[src/rtl/minibyte_load_pkg.sv]
// MiniByte boot/run controller shared types.
// State encoding, parameter bounds and output decode.
package minibyte_load_pkg;

    typedef enum logic [2:0] {
        HALT     = 3'd0,
        LD_WAIT  = 3'd1,
        LD_SETUP = 3'd2,
        LD_WRITE = 3'd3,
        LD_HOLD  = 3'd4,
        RUN      = 3'd5
    } state_t;

    localparam int WE_CYCLES_MIN = 1;
    localparam int WE_CYCLES_MAX = 4;

    localparam logic [8:0] LEN_ZERO_MEANS_256 = 9'd256;

    typedef struct packed {
        logic ready;
        logic busy;
        logic we;
        logic drive;
        logic cpu_rst;
        logic cpu_own;
    } ctl_t;

    // Registered control bits for the state being entered
    function automatic ctl_t decode(state_t s);
        ctl_t c;
        c = '0;
        c.cpu_rst = 1'b1;
        unique case (s)
            HALT: ;
            LD_WAIT: begin
                c.ready = 1'b1;
                c.busy  = 1'b1;
                c.drive = 1'b1;
            end
            LD_SETUP, LD_HOLD: begin
                c.busy  = 1'b1;
                c.drive = 1'b1;
            end
            LD_WRITE: begin
                c.busy  = 1'b1;
                c.drive = 1'b1;
                c.we    = 1'b1;
            end
            RUN: begin
                c.cpu_rst = 1'b0;
                c.cpu_own = 1'b1;
            end
            default: ;
        endcase
        return c;
    endfunction

endpackage

[src/rtl/minibyte_load_ctrl_if.sv]
// Host, CPU and external-memory signals of the controller.
// slave = controller side, master = environment side.
interface minibyte_load_ctrl_if;

    logic       load_start_in;
    logic [7:0] load_base_in;
    logic [7:0] load_len_in;
    logic       run_in;
    logic       host_valid_in;
    logic [7:0] host_data_in;
    logic       host_ready_out;
    logic [7:0] cpu_addr_in;
    logic [7:0] cpu_data_in;
    logic       cpu_we_in;
    logic       cpu_drive_in;
    logic [7:0] mem_addr_out;
    logic [7:0] mem_data_out;
    logic       mem_we_out;
    logic       mem_drive_out;
    logic       cpu_rst_out;
    logic       busy_out;
    logic       done_out;
    logic [7:0] count_out;

    modport slave (
        input  load_start_in, load_base_in, load_len_in, run_in,
        input  host_valid_in, host_data_in,
        input  cpu_addr_in, cpu_data_in, cpu_we_in, cpu_drive_in,
        output host_ready_out,
        output mem_addr_out, mem_data_out, mem_we_out, mem_drive_out,
        output cpu_rst_out, busy_out, done_out, count_out
    );

    modport master (
        output load_start_in, load_base_in, load_len_in, run_in,
        output host_valid_in, host_data_in,
        output cpu_addr_in, cpu_data_in, cpu_we_in, cpu_drive_in,
        input  host_ready_out,
        input  mem_addr_out, mem_data_out, mem_we_out, mem_drive_out,
        input  cpu_rst_out, busy_out, done_out, count_out
    );

endinterface

[src/rtl/minibyte_load_busmux.sv]
// External memory port select between loader and CPU.
// Select is a registered owner bit, so the switch is glitch-free.
module minibyte_load_busmux (
    input  logic       i_sel_cpu,
    input  logic [7:0] i_ld_addr,
    input  logic [7:0] i_ld_data,
    input  logic       i_ld_we,
    input  logic       i_ld_drive,
    input  logic [7:0] i_cpu_addr,
    input  logic [7:0] i_cpu_data,
    input  logic       i_cpu_we,
    input  logic       i_cpu_drive,
    output logic [7:0] o_addr,
    output logic [7:0] o_data,
    output logic       o_we,
    output logic       o_drive
);

    assign o_addr  = i_sel_cpu ? i_cpu_addr  : i_ld_addr;
    assign o_data  = i_sel_cpu ? i_cpu_data  : i_ld_data;
    assign o_we    = i_sel_cpu ? i_cpu_we    : i_ld_we;
    assign o_drive = i_sel_cpu ? i_cpu_drive : i_ld_drive;

endmodule

[src/rtl/minibyte_load_ctrl.sv]
// MiniByte boot/run controller: host byte loader while halted,
// zero-latency CPU passthrough of the memory port while running.
module minibyte_load_ctrl
    import minibyte_load_pkg::*;
#(
    parameter int WE_CYCLES = 1
) (
    input logic                 clk_in,
    input logic                 rst_in,
    minibyte_load_ctrl_if.slave bus
);

    localparam logic [1:0] WE_LAST = 2'(WE_CYCLES - 1);

    state_t     r_state;
    ctl_t       r_ctl;
    logic [7:0] r_ptr;
    logic [8:0] r_rem;
    logic [1:0] r_wcnt;
    logic [7:0] r_data;
    logic [7:0] r_count;
    logic       r_done;
    logic [7:0] w_ld_data;

    // Data pins read 0 whenever the loader is not driving them
    assign w_ld_data = r_ctl.drive ? r_data : 8'h00;

    assign bus.host_ready_out = r_ctl.ready;
    assign bus.busy_out       = r_ctl.busy;
    assign bus.cpu_rst_out    = r_ctl.cpu_rst;
    assign bus.done_out       = r_done;
    assign bus.count_out      = r_count;

    // Load/run sequencer; outputs registered from the state entered
    always_ff @(posedge clk_in or negedge rst_in) begin
        if (!rst_in) begin
            r_state <= HALT;
            r_ctl   <= decode(HALT);
            r_ptr   <= 8'h00;
            r_rem   <= 9'd0;
            r_wcnt  <= 2'd0;
            r_data  <= 8'h00;
            r_count <= 8'h00;
            r_done  <= 1'b0;
        end else begin
            r_done <= 1'b0;
            unique case (r_state)
                HALT: begin
                    if (bus.load_start_in) begin
                        r_state <= LD_WAIT;
                        r_ctl   <= decode(LD_WAIT);
                        r_ptr   <= bus.load_base_in;
                        r_rem   <= (bus.load_len_in == 8'd0)
                                   ? LEN_ZERO_MEANS_256
                                   : {1'b0, bus.load_len_in};
                        r_count <= 8'h00;
                    end else if (bus.run_in) begin
                        r_state <= RUN;
                        r_ctl   <= decode(RUN);
                    end
                end
                LD_WAIT: begin
                    if (bus.host_valid_in && r_ctl.ready) begin
                        r_data  <= bus.host_data_in;
                        r_state <= LD_SETUP;
                        r_ctl   <= decode(LD_SETUP);
                    end
                end
                LD_SETUP: begin
                    r_wcnt  <= 2'd0;
                    r_state <= LD_WRITE;
                    r_ctl   <= decode(LD_WRITE);
                end
                LD_WRITE: begin
                    if (r_wcnt == WE_LAST) begin
                        r_state <= LD_HOLD;
                        r_ctl   <= decode(LD_HOLD);
                    end else begin
                        r_wcnt <= r_wcnt + 2'd1;
                    end
                end
                LD_HOLD: begin
                    r_ptr   <= r_ptr + 8'd1;
                    r_count <= r_count + 8'd1;
                    r_rem   <= r_rem - 9'd1;
                    if (r_rem == 9'd1) begin
                        r_state <= HALT;
                        r_ctl   <= decode(HALT);
                        r_done  <= 1'b1;
                    end else begin
                        r_state <= LD_WAIT;
                        r_ctl   <= decode(LD_WAIT);
                    end
                end
                RUN: begin
                    if (!bus.run_in) begin
                        r_state <= HALT;
                        r_ctl   <= decode(HALT);
                    end
                end
                default: begin
                    r_state <= HALT;
                    r_ctl   <= decode(HALT);
                end
            endcase
        end
    end

    minibyte_load_busmux u_mux (
        .i_sel_cpu   (r_ctl.cpu_own),
        .i_ld_addr   (r_ptr),
        .i_ld_data   (w_ld_data),
        .i_ld_we     (r_ctl.we),
        .i_ld_drive  (r_ctl.drive),
        .i_cpu_addr  (bus.cpu_addr_in),
        .i_cpu_data  (bus.cpu_data_in),
        .i_cpu_we    (bus.cpu_we_in),
        .i_cpu_drive (bus.cpu_drive_in),
        .o_addr      (bus.mem_addr_out),
        .o_data      (bus.mem_data_out),
        .o_we        (bus.mem_we_out),
        .o_drive     (bus.mem_drive_out)
    );

endmodule

[src/flat_wrapper.sv]
// flat-port wrapper written by rule: the top's interface ports become plain ports
module minibyte_load_ctrl_flat import minibyte_load_pkg::*;
#(
    parameter int WE_CYCLES = 1
)
  (clk_in, rst_in, bus_load_start_in, bus_load_base_in, bus_load_len_in, bus_run_in, bus_host_valid_in, bus_host_data_in, bus_cpu_addr_in, bus_cpu_data_in, bus_cpu_we_in, bus_cpu_drive_in, bus_host_ready_out, bus_mem_addr_out, bus_mem_data_out, bus_mem_we_out, bus_mem_drive_out, bus_cpu_rst_out, bus_busy_out, bus_done_out, bus_count_out);
  minibyte_load_ctrl_if bus_i ();
  input logic clk_in;
  input logic rst_in;
  input wire logic [$bits(bus_i.load_start_in)-1:0] bus_load_start_in;
  input wire logic [$bits(bus_i.load_base_in)-1:0] bus_load_base_in;
  input wire logic [$bits(bus_i.load_len_in)-1:0] bus_load_len_in;
  input wire logic [$bits(bus_i.run_in)-1:0] bus_run_in;
  input wire logic [$bits(bus_i.host_valid_in)-1:0] bus_host_valid_in;
  input wire logic [$bits(bus_i.host_data_in)-1:0] bus_host_data_in;
  input wire logic [$bits(bus_i.cpu_addr_in)-1:0] bus_cpu_addr_in;
  input wire logic [$bits(bus_i.cpu_data_in)-1:0] bus_cpu_data_in;
  input wire logic [$bits(bus_i.cpu_we_in)-1:0] bus_cpu_we_in;
  input wire logic [$bits(bus_i.cpu_drive_in)-1:0] bus_cpu_drive_in;
  output wire logic [$bits(bus_i.host_ready_out)-1:0] bus_host_ready_out;
  output wire logic [$bits(bus_i.mem_addr_out)-1:0] bus_mem_addr_out;
  output wire logic [$bits(bus_i.mem_data_out)-1:0] bus_mem_data_out;
  output wire logic [$bits(bus_i.mem_we_out)-1:0] bus_mem_we_out;
  output wire logic [$bits(bus_i.mem_drive_out)-1:0] bus_mem_drive_out;
  output wire logic [$bits(bus_i.cpu_rst_out)-1:0] bus_cpu_rst_out;
  output wire logic [$bits(bus_i.busy_out)-1:0] bus_busy_out;
  output wire logic [$bits(bus_i.done_out)-1:0] bus_done_out;
  output wire logic [$bits(bus_i.count_out)-1:0] bus_count_out;
  assign bus_i.load_start_in = bus_load_start_in;
  assign bus_i.load_base_in = bus_load_base_in;
  assign bus_i.load_len_in = bus_load_len_in;
  assign bus_i.run_in = bus_run_in;
  assign bus_i.host_valid_in = bus_host_valid_in;
  assign bus_i.host_data_in = bus_host_data_in;
  assign bus_i.cpu_addr_in = bus_cpu_addr_in;
  assign bus_i.cpu_data_in = bus_cpu_data_in;
  assign bus_i.cpu_we_in = bus_cpu_we_in;
  assign bus_i.cpu_drive_in = bus_cpu_drive_in;
  assign bus_host_ready_out = bus_i.host_ready_out;
  assign bus_mem_addr_out = bus_i.mem_addr_out;
  assign bus_mem_data_out = bus_i.mem_data_out;
  assign bus_mem_we_out = bus_i.mem_we_out;
  assign bus_mem_drive_out = bus_i.mem_drive_out;
  assign bus_cpu_rst_out = bus_i.cpu_rst_out;
  assign bus_busy_out = bus_i.busy_out;
  assign bus_done_out = bus_i.done_out;
  assign bus_count_out = bus_i.count_out;
  minibyte_load_ctrl #(.WE_CYCLES(WE_CYCLES)) u_core (.clk_in(clk_in), .rst_in(rst_in), .bus(bus_i));
endmodule
[config.mk]
export PLATFORM = sky130hd
export DESIGN_NAME = minibyte_load_ctrl_flat
export DESIGN_NICKNAME = d
export VERILOG_FILES = /design/src/rtl/minibyte_load_pkg.sv /design/src/rtl/minibyte_load_ctrl_if.sv /design/src/rtl/minibyte_load_busmux.sv /design/src/rtl/minibyte_load_ctrl.sv /design/src/flat_wrapper.sv
export SDC_FILE = /design/constraint.sdc
export NUM_CORES = 1
export LEC_CHECK = 0
export ABC_AREA = 1
export CORE_MARGIN = 1.5
export CORE_UTILIZATION = 43
export DETAILED_ROUTE_END_ITERATION = 6
export HOLD_SLACK_MARGIN = 0.1
export PLACE_DENSITY = 0.79
export SYNTH_ARGS = -nofsm -noshare
export SYNTH_HDL_FRONTEND = slang
export SYNTH_SLANG_ARGS = --single-unit
[constraint.sdc]
create_clock -name clk_in -period 1.9 [get_ports clk_in]
set_input_delay 0.475 -clock clk_in [delete_from_list [all_inputs] [get_ports clk_in]]
set_output_delay 0.475 -clock clk_in [all_outputs]
set_load 0.01 [all_outputs]
### Yosys cells after proc, flatten, opt, wreduce, memory -nomap -nowiden

Cells that the tools add are included.

* register bits after elaboration: 45

* muxes and demuxes: 30
* eq/ne operators: 12
* add/subtract/negate cells: 4
* reduce and logical (&&, ||, !) cells: 10

Operators with widths (count)
* $mux 8: 5
* $mux 6: 6
* $pmux 6 s6: 1
* $pmux 8 s2: 2
* $mux 9: 2
* $pmux 3 s6: 1
* $pmux 9 s2: 1
* $add 8x1->8 const B: 2
* $mux 3: 5
* $eq 9x1->1 const B: 1
* $sub 9x1->9 const B: 1
* $logic_not 8->1: 1
* $eq 3x2->1 const B: 2
* $eq 3x3->1 const B: 2
* $ne 2x2->1 const B: 3
* $reduce_and 2->1: 3
* $mux 1: 5
* $ne 2x1->1 const B: 2
* $pmux 2 s2: 1
* $reduce_and 4->1: 1
* $reduce_bool 2->1: 2
* $eq 3x1->1 const B: 1
* $logic_not 3->1: 1
* $ne 3x3->1 const B: 1
* other kinds (4): 4

### Longest topological paths before layout

Gate-level depths: netlist of the first run.

* depth in word-level cells: 4
* mapped depth: 8
* mapped depth without buffers: 8

### Modules after synthesis

Synthesis of the first run repeated with hierarchy kept, for this count alone.

* cells, all modules: 382
* area total of the unflattened synthesis: 2671.3 um^2

Modules (own cells, without submodules)
* minibyte_load_ctrl: area each 2411.1 um^2, cells an instance 324, seq. area each 1102.3 um^2, instances 1
* minibyte_load_busmux: area each 260.2 um^2, cells an instance 58, seq. area each 0.0 um^2, instances 1

### Worst setup path before layout of the first run

Ideal clock, no wire load.

* kind: register to output
* start point: reg u_core.r_ctl[0] (netlist name)
* end point: out bus_mem_data_out[1]
* path buffers: 1
* setup slack: 0.456 ns
* arrival: 0.969 ns
* cell stages (with the launch flop): 5
* cells stage by stage: dfrtp_1 inv_1 clkbuf_1 nand3_1 nand2_1

* longest elaborated chain between the ends: 1

RTL lines
* start: declaration: RTL line minibyte_load_ctrl.sv:16 `ctl_t r_ctl;`
* start signal: assignment: RTL line minibyte_load_ctrl.sv:38 `r_ctl <= decode(HALT);`
* start signal: assignment: RTL line minibyte_load_ctrl.sv:51 `r_ctl <= decode(LD_WAIT);`
* start signal: assignment: RTL line minibyte_load_ctrl.sv:59 `r_ctl <= decode(RUN);`
* $mux 8: RTL line minibyte_load_busmux.sv:20 `assign o_data = i_sel_cpu ? i_cpu_data : i_ld_data;`
* end: declaration: RTL line flat_wrapper.sv:22 `output wire logic [$bits(bus_i.mem_data_out)-1:0] bus_mem_data_out;`

No other way between the ends.

### Worst setup path after layout of the first run

* start point: reg u_core.r_ctl (netlist bit u_core.bus.cpu_rst_out)
* end point: out bus_cpu_rst_out

RTL lines
* end: declaration: RTL line flat_wrapper.sv:25 `output wire logic [$bits(bus_i.cpu_rst_out)-1:0] bus_cpu_rst_out;`

No word-level cell between the ends.

==> results of run 1 <==
how the worst max path moves through the flow:
| stage | start | to | slack, ns | cells after the start |
|---|---|---|---|---|
| 6_report | u_core.bus.cpu_rst_out | bus_cpu_rst_out | 0.06 | 1 |
| 5_1_grt | u_core.r_ctl[0] | bus_mem_addr_out[6] | 0.001 | 3 |
| 4_1_cts | u_core.bus.cpu_rst_out | bus_cpu_rst_out | 0.05 | 1 |
| 3_5_place_dp | bus_cpu_addr_in[4] | bus_mem_addr_out[4] | -0.19 | 4 |
| 3_3_place_gp | bus_cpu_addr_in[2] | bus_mem_addr_out[2] | -0.18 | 4 |
| 2_1_floorplan | u_core.r_ctl[0] | bus_mem_data_out[1] | 0.46 | 4 |
layout make-up:
cell class / count / area (um2)
Clock buffer: 8 / 90.09
Fill cell: 519 / 2100
Inverter: 38 / 142.6
Multi-Input combinational cell: 251 / 1252
Sequential cell: 44 / 1104
Tap cell: 72 / 90.09
Timing Repair Buffer: 86 / 829.5
logic make-up after synthesis:
kind of cell	Yosys count	share of synthesized area
compound gates	44	0.09932
fa+ha+maj	5	0.02446
mux	8	0.03523
flops	44	0.4310
xor+xnor	2	0.006851
buf+inv	48	0.07925
simple gates	192	0.3239
per-stage QoR:
stage | setup TNS (ns) | cell area (um2) | utilization
after floorplan | 0 | 2557 | -
after global placement | -2.670 | 3431 | 0.6118
after detailed placement | -2.848 | 3431 | 0.6118
after CTS | 0 | 3500 | 0.6241
after global routing | 0 | 3508 | 0.6256
final | 0 | 3508 | 0.6256
layout by cell type, fill, tap and decap left out, types with 3 or more instances in the layout:
| cell | n |
|---|---|
| nor2_1 | 32 |
| o22ai_1 | 4 |
| nor2_4 | 3 |
| a21oi_1 | 5 |
| o21ai_1 | 3 |
| clkdlybuf4s15_1 | 7 |
| nand2_1 | 103 |
| o211ai_1 | 4 |
| inv_2 | 4 |
| dfrtp_1 | 42 |
| nand4_1 | 3 |
| ha_1 | 5 |
| inv_1 | 34 |
| buf_4 | 9 |
| mux2_2 | 8 |
| o21ai_0 | 21 |
| clkbuf_8 | 6 |
| clkdlybuf4s50_1 | 57 |
| nand3_1 | 44 |
| dlygate4sd2_1 | 11 |
report_power, final:
group          internal, mW  switching (mW)  leakage [nW]
Clock                 0.297           0.319        0.0455
Combinational          1.14            1.44          1.07
Sequential             1.32           0.332         0.553
flip-flops by register name, indices dropped and copies added (netlist names):
register,cells
u_core.r_data,8
u_core.r_rem,9
u_core.r_ptr,8
u_core.r_ctl,2
u_core.r_wcnt,2
u_core.bus.busy_out,1
u_core.bus.host_ready_out,1
u_core.bus.done_out,1
u_core.bus.count_out,8
u_core.bus.cpu_rst_out,1
u_core.r_state,3
repair_timing:
item                       in CTS  in global routing
gates resized for setup        20                  7
setup endpoints to repair      19                  7
hold buffers                    0                  0
routing by layer:
layer / vias up / GRT usage / wire, um
met3: 10 / 0.05227 / 463
met5: - / 0 / 0
met1: 1198 / 0.2628 / 2800
met2: 104 / 0.3765 / 3282
li1: 1289 / - / -
met4: 0 / 0.06724 / 68
==> results.json, run 1 <==
{
  "cts_sinks": 44,
  "grt_pass1_wl_mm": 10.87,
  "numCtsBuffers": 5,
  "synth_edf_count": 0,
  "gp_congestion": 0.8946,
  "cts_setup_buffers": 0,
  "maxSlewViolCount": 0,
  "required_ns": 1.42,
  "drc_errors": 0,
  "synthDistinctLibCells": 35,
  "startpoint_type": "register",
  "die_w_um": 80.12,
  "start_util": 0.4560,
  "ant_nets": 0,
  "insertion_delay_ns": 0.30,
  "vias": 2601,
  "r2r-end": "u_core.r_ptr[7]",
  "ys_warn_count": 0,
  "syn_inst": 343,
  "rsz0062_at_grt": "false",
  "cp_top_family": "flip-flops",
  "p_per_area_nw_per_um2": 1382,
  "cts-root-buf": "clkbuf_8",
  "async_reset_ff_frac": 1.000,
  "synthTopCellsByCount": "nand2_1, nand3_1, dfrtp_1",
  "placementRows": 27,
  "r2r_cells": 8,
  "htreeDepth": 2,
  "fmax_ghz": 0.5429,
  "ir_worst_vdd_mv": 0.7307,
  "syn_to_final_growth_pct": 37.18,
  "grt_pass1_vias": 2559,
  "fin_cells": 499,
  "clk_path_buf_depth": 2,
  "dieArea_um2": 6419,
  "end_kind": "output port",
  "dp_hpwl_mm": 5.182,
  "fin_nets": 478,
  "maxCapViolCount": 0,
  "ys.flop_type": "dfrtp_1",
  "hp-class": "in2async",
  "grt.overflow.total": 0,
  "core-area_um2": 5608,
  "worstPathArrival_ns": 1.37,
  "antenna_cells": 0,
  "worst_path_max_delay_cell": "dfstp_2",
  "hold_violations": 0,
  "grt_max_degree": 26,
  "ys_ff_latch": 44,
  "synth_top_cell_by_area": "dfrtp_1",
  "num_io_pins": 77,
  "post_drt_wl_per_cell_um": 13.26,
  "grt_usage": 0.2164,
  "preCtsSetupSlack_ns": -0.1919,
  "drt_pass1_iterations": 5,
  "whs_ns": 0.1315,
  "power_mw": 4.848,
  "finalCritPeriodShare": 0.9694,
  "io_buffers": 76,
  "crit_chain": "clkdlybuf4s50_1",
  "fin_crit_ns": 1.842,
  "cts_tree": "built",
  "drive_gt1_frac": 0.09133,
  "dp_cells": 491,
  "syn-num-nets": 395,
  "synth.most_common_cell": "nand2_1",
  "antenna_found_initial": 0,
  "wl_mm": 6.615,
  "setup_slack_ns": 0.05807,
  "cp_num_buf_inv": 1,
  "status": "completed",
  "drtIter0Drc": 172,
  "synth_area_leaders": "dfrtp_1, nand2_1, nand3_1",
  "clock_skew_ns": 0.005169,
  "slew_headroom": 0.6717,
  "leakagePower_nw": 1.672,
  "worstPathMaxFanout": 2,
  "syn_area_um2": 2557,
  "vias_per_cell": 5.212,
  "worst-setup-path-type": "reg2out",
  "synth_area_per_cell_um2": 7.456,
  "r2r-start": "u_core.r_state[1]",
  "die_h_um": 80.12,
  "yosys.area.top_type_share": 0.4207,
  "tightest_slew_ns": 0.4924,
  "cp_slowest_stage_delay_ns": 0.54,
  "seq_area_frac_synth": 0.4310,
  "setup_violations": 0,
  "reg2reg_slack_ns": 0.44,
  "path_clk_slew_ns": 0.08
}
(Power assumes the default switching activity.)
==> inputs of run 2 (changes only) <==
--- a/config.mk
+++ b/config.mk
@@ -8,6 +8,7 @@
 export ABC_AREA = 1
 export CORE_MARGIN = 1.5
 export CORE_UTILIZATION = 43
+export CTS_CLUSTER_SIZE = 40
 export DETAILED_ROUTE_END_ITERATION = 6
 export HOLD_SLACK_MARGIN = 0.1
 export PLACE_DENSITY = 0.79
==> results of run 2 <==
Final layout, timing and power as in run 1 (identical DEF).
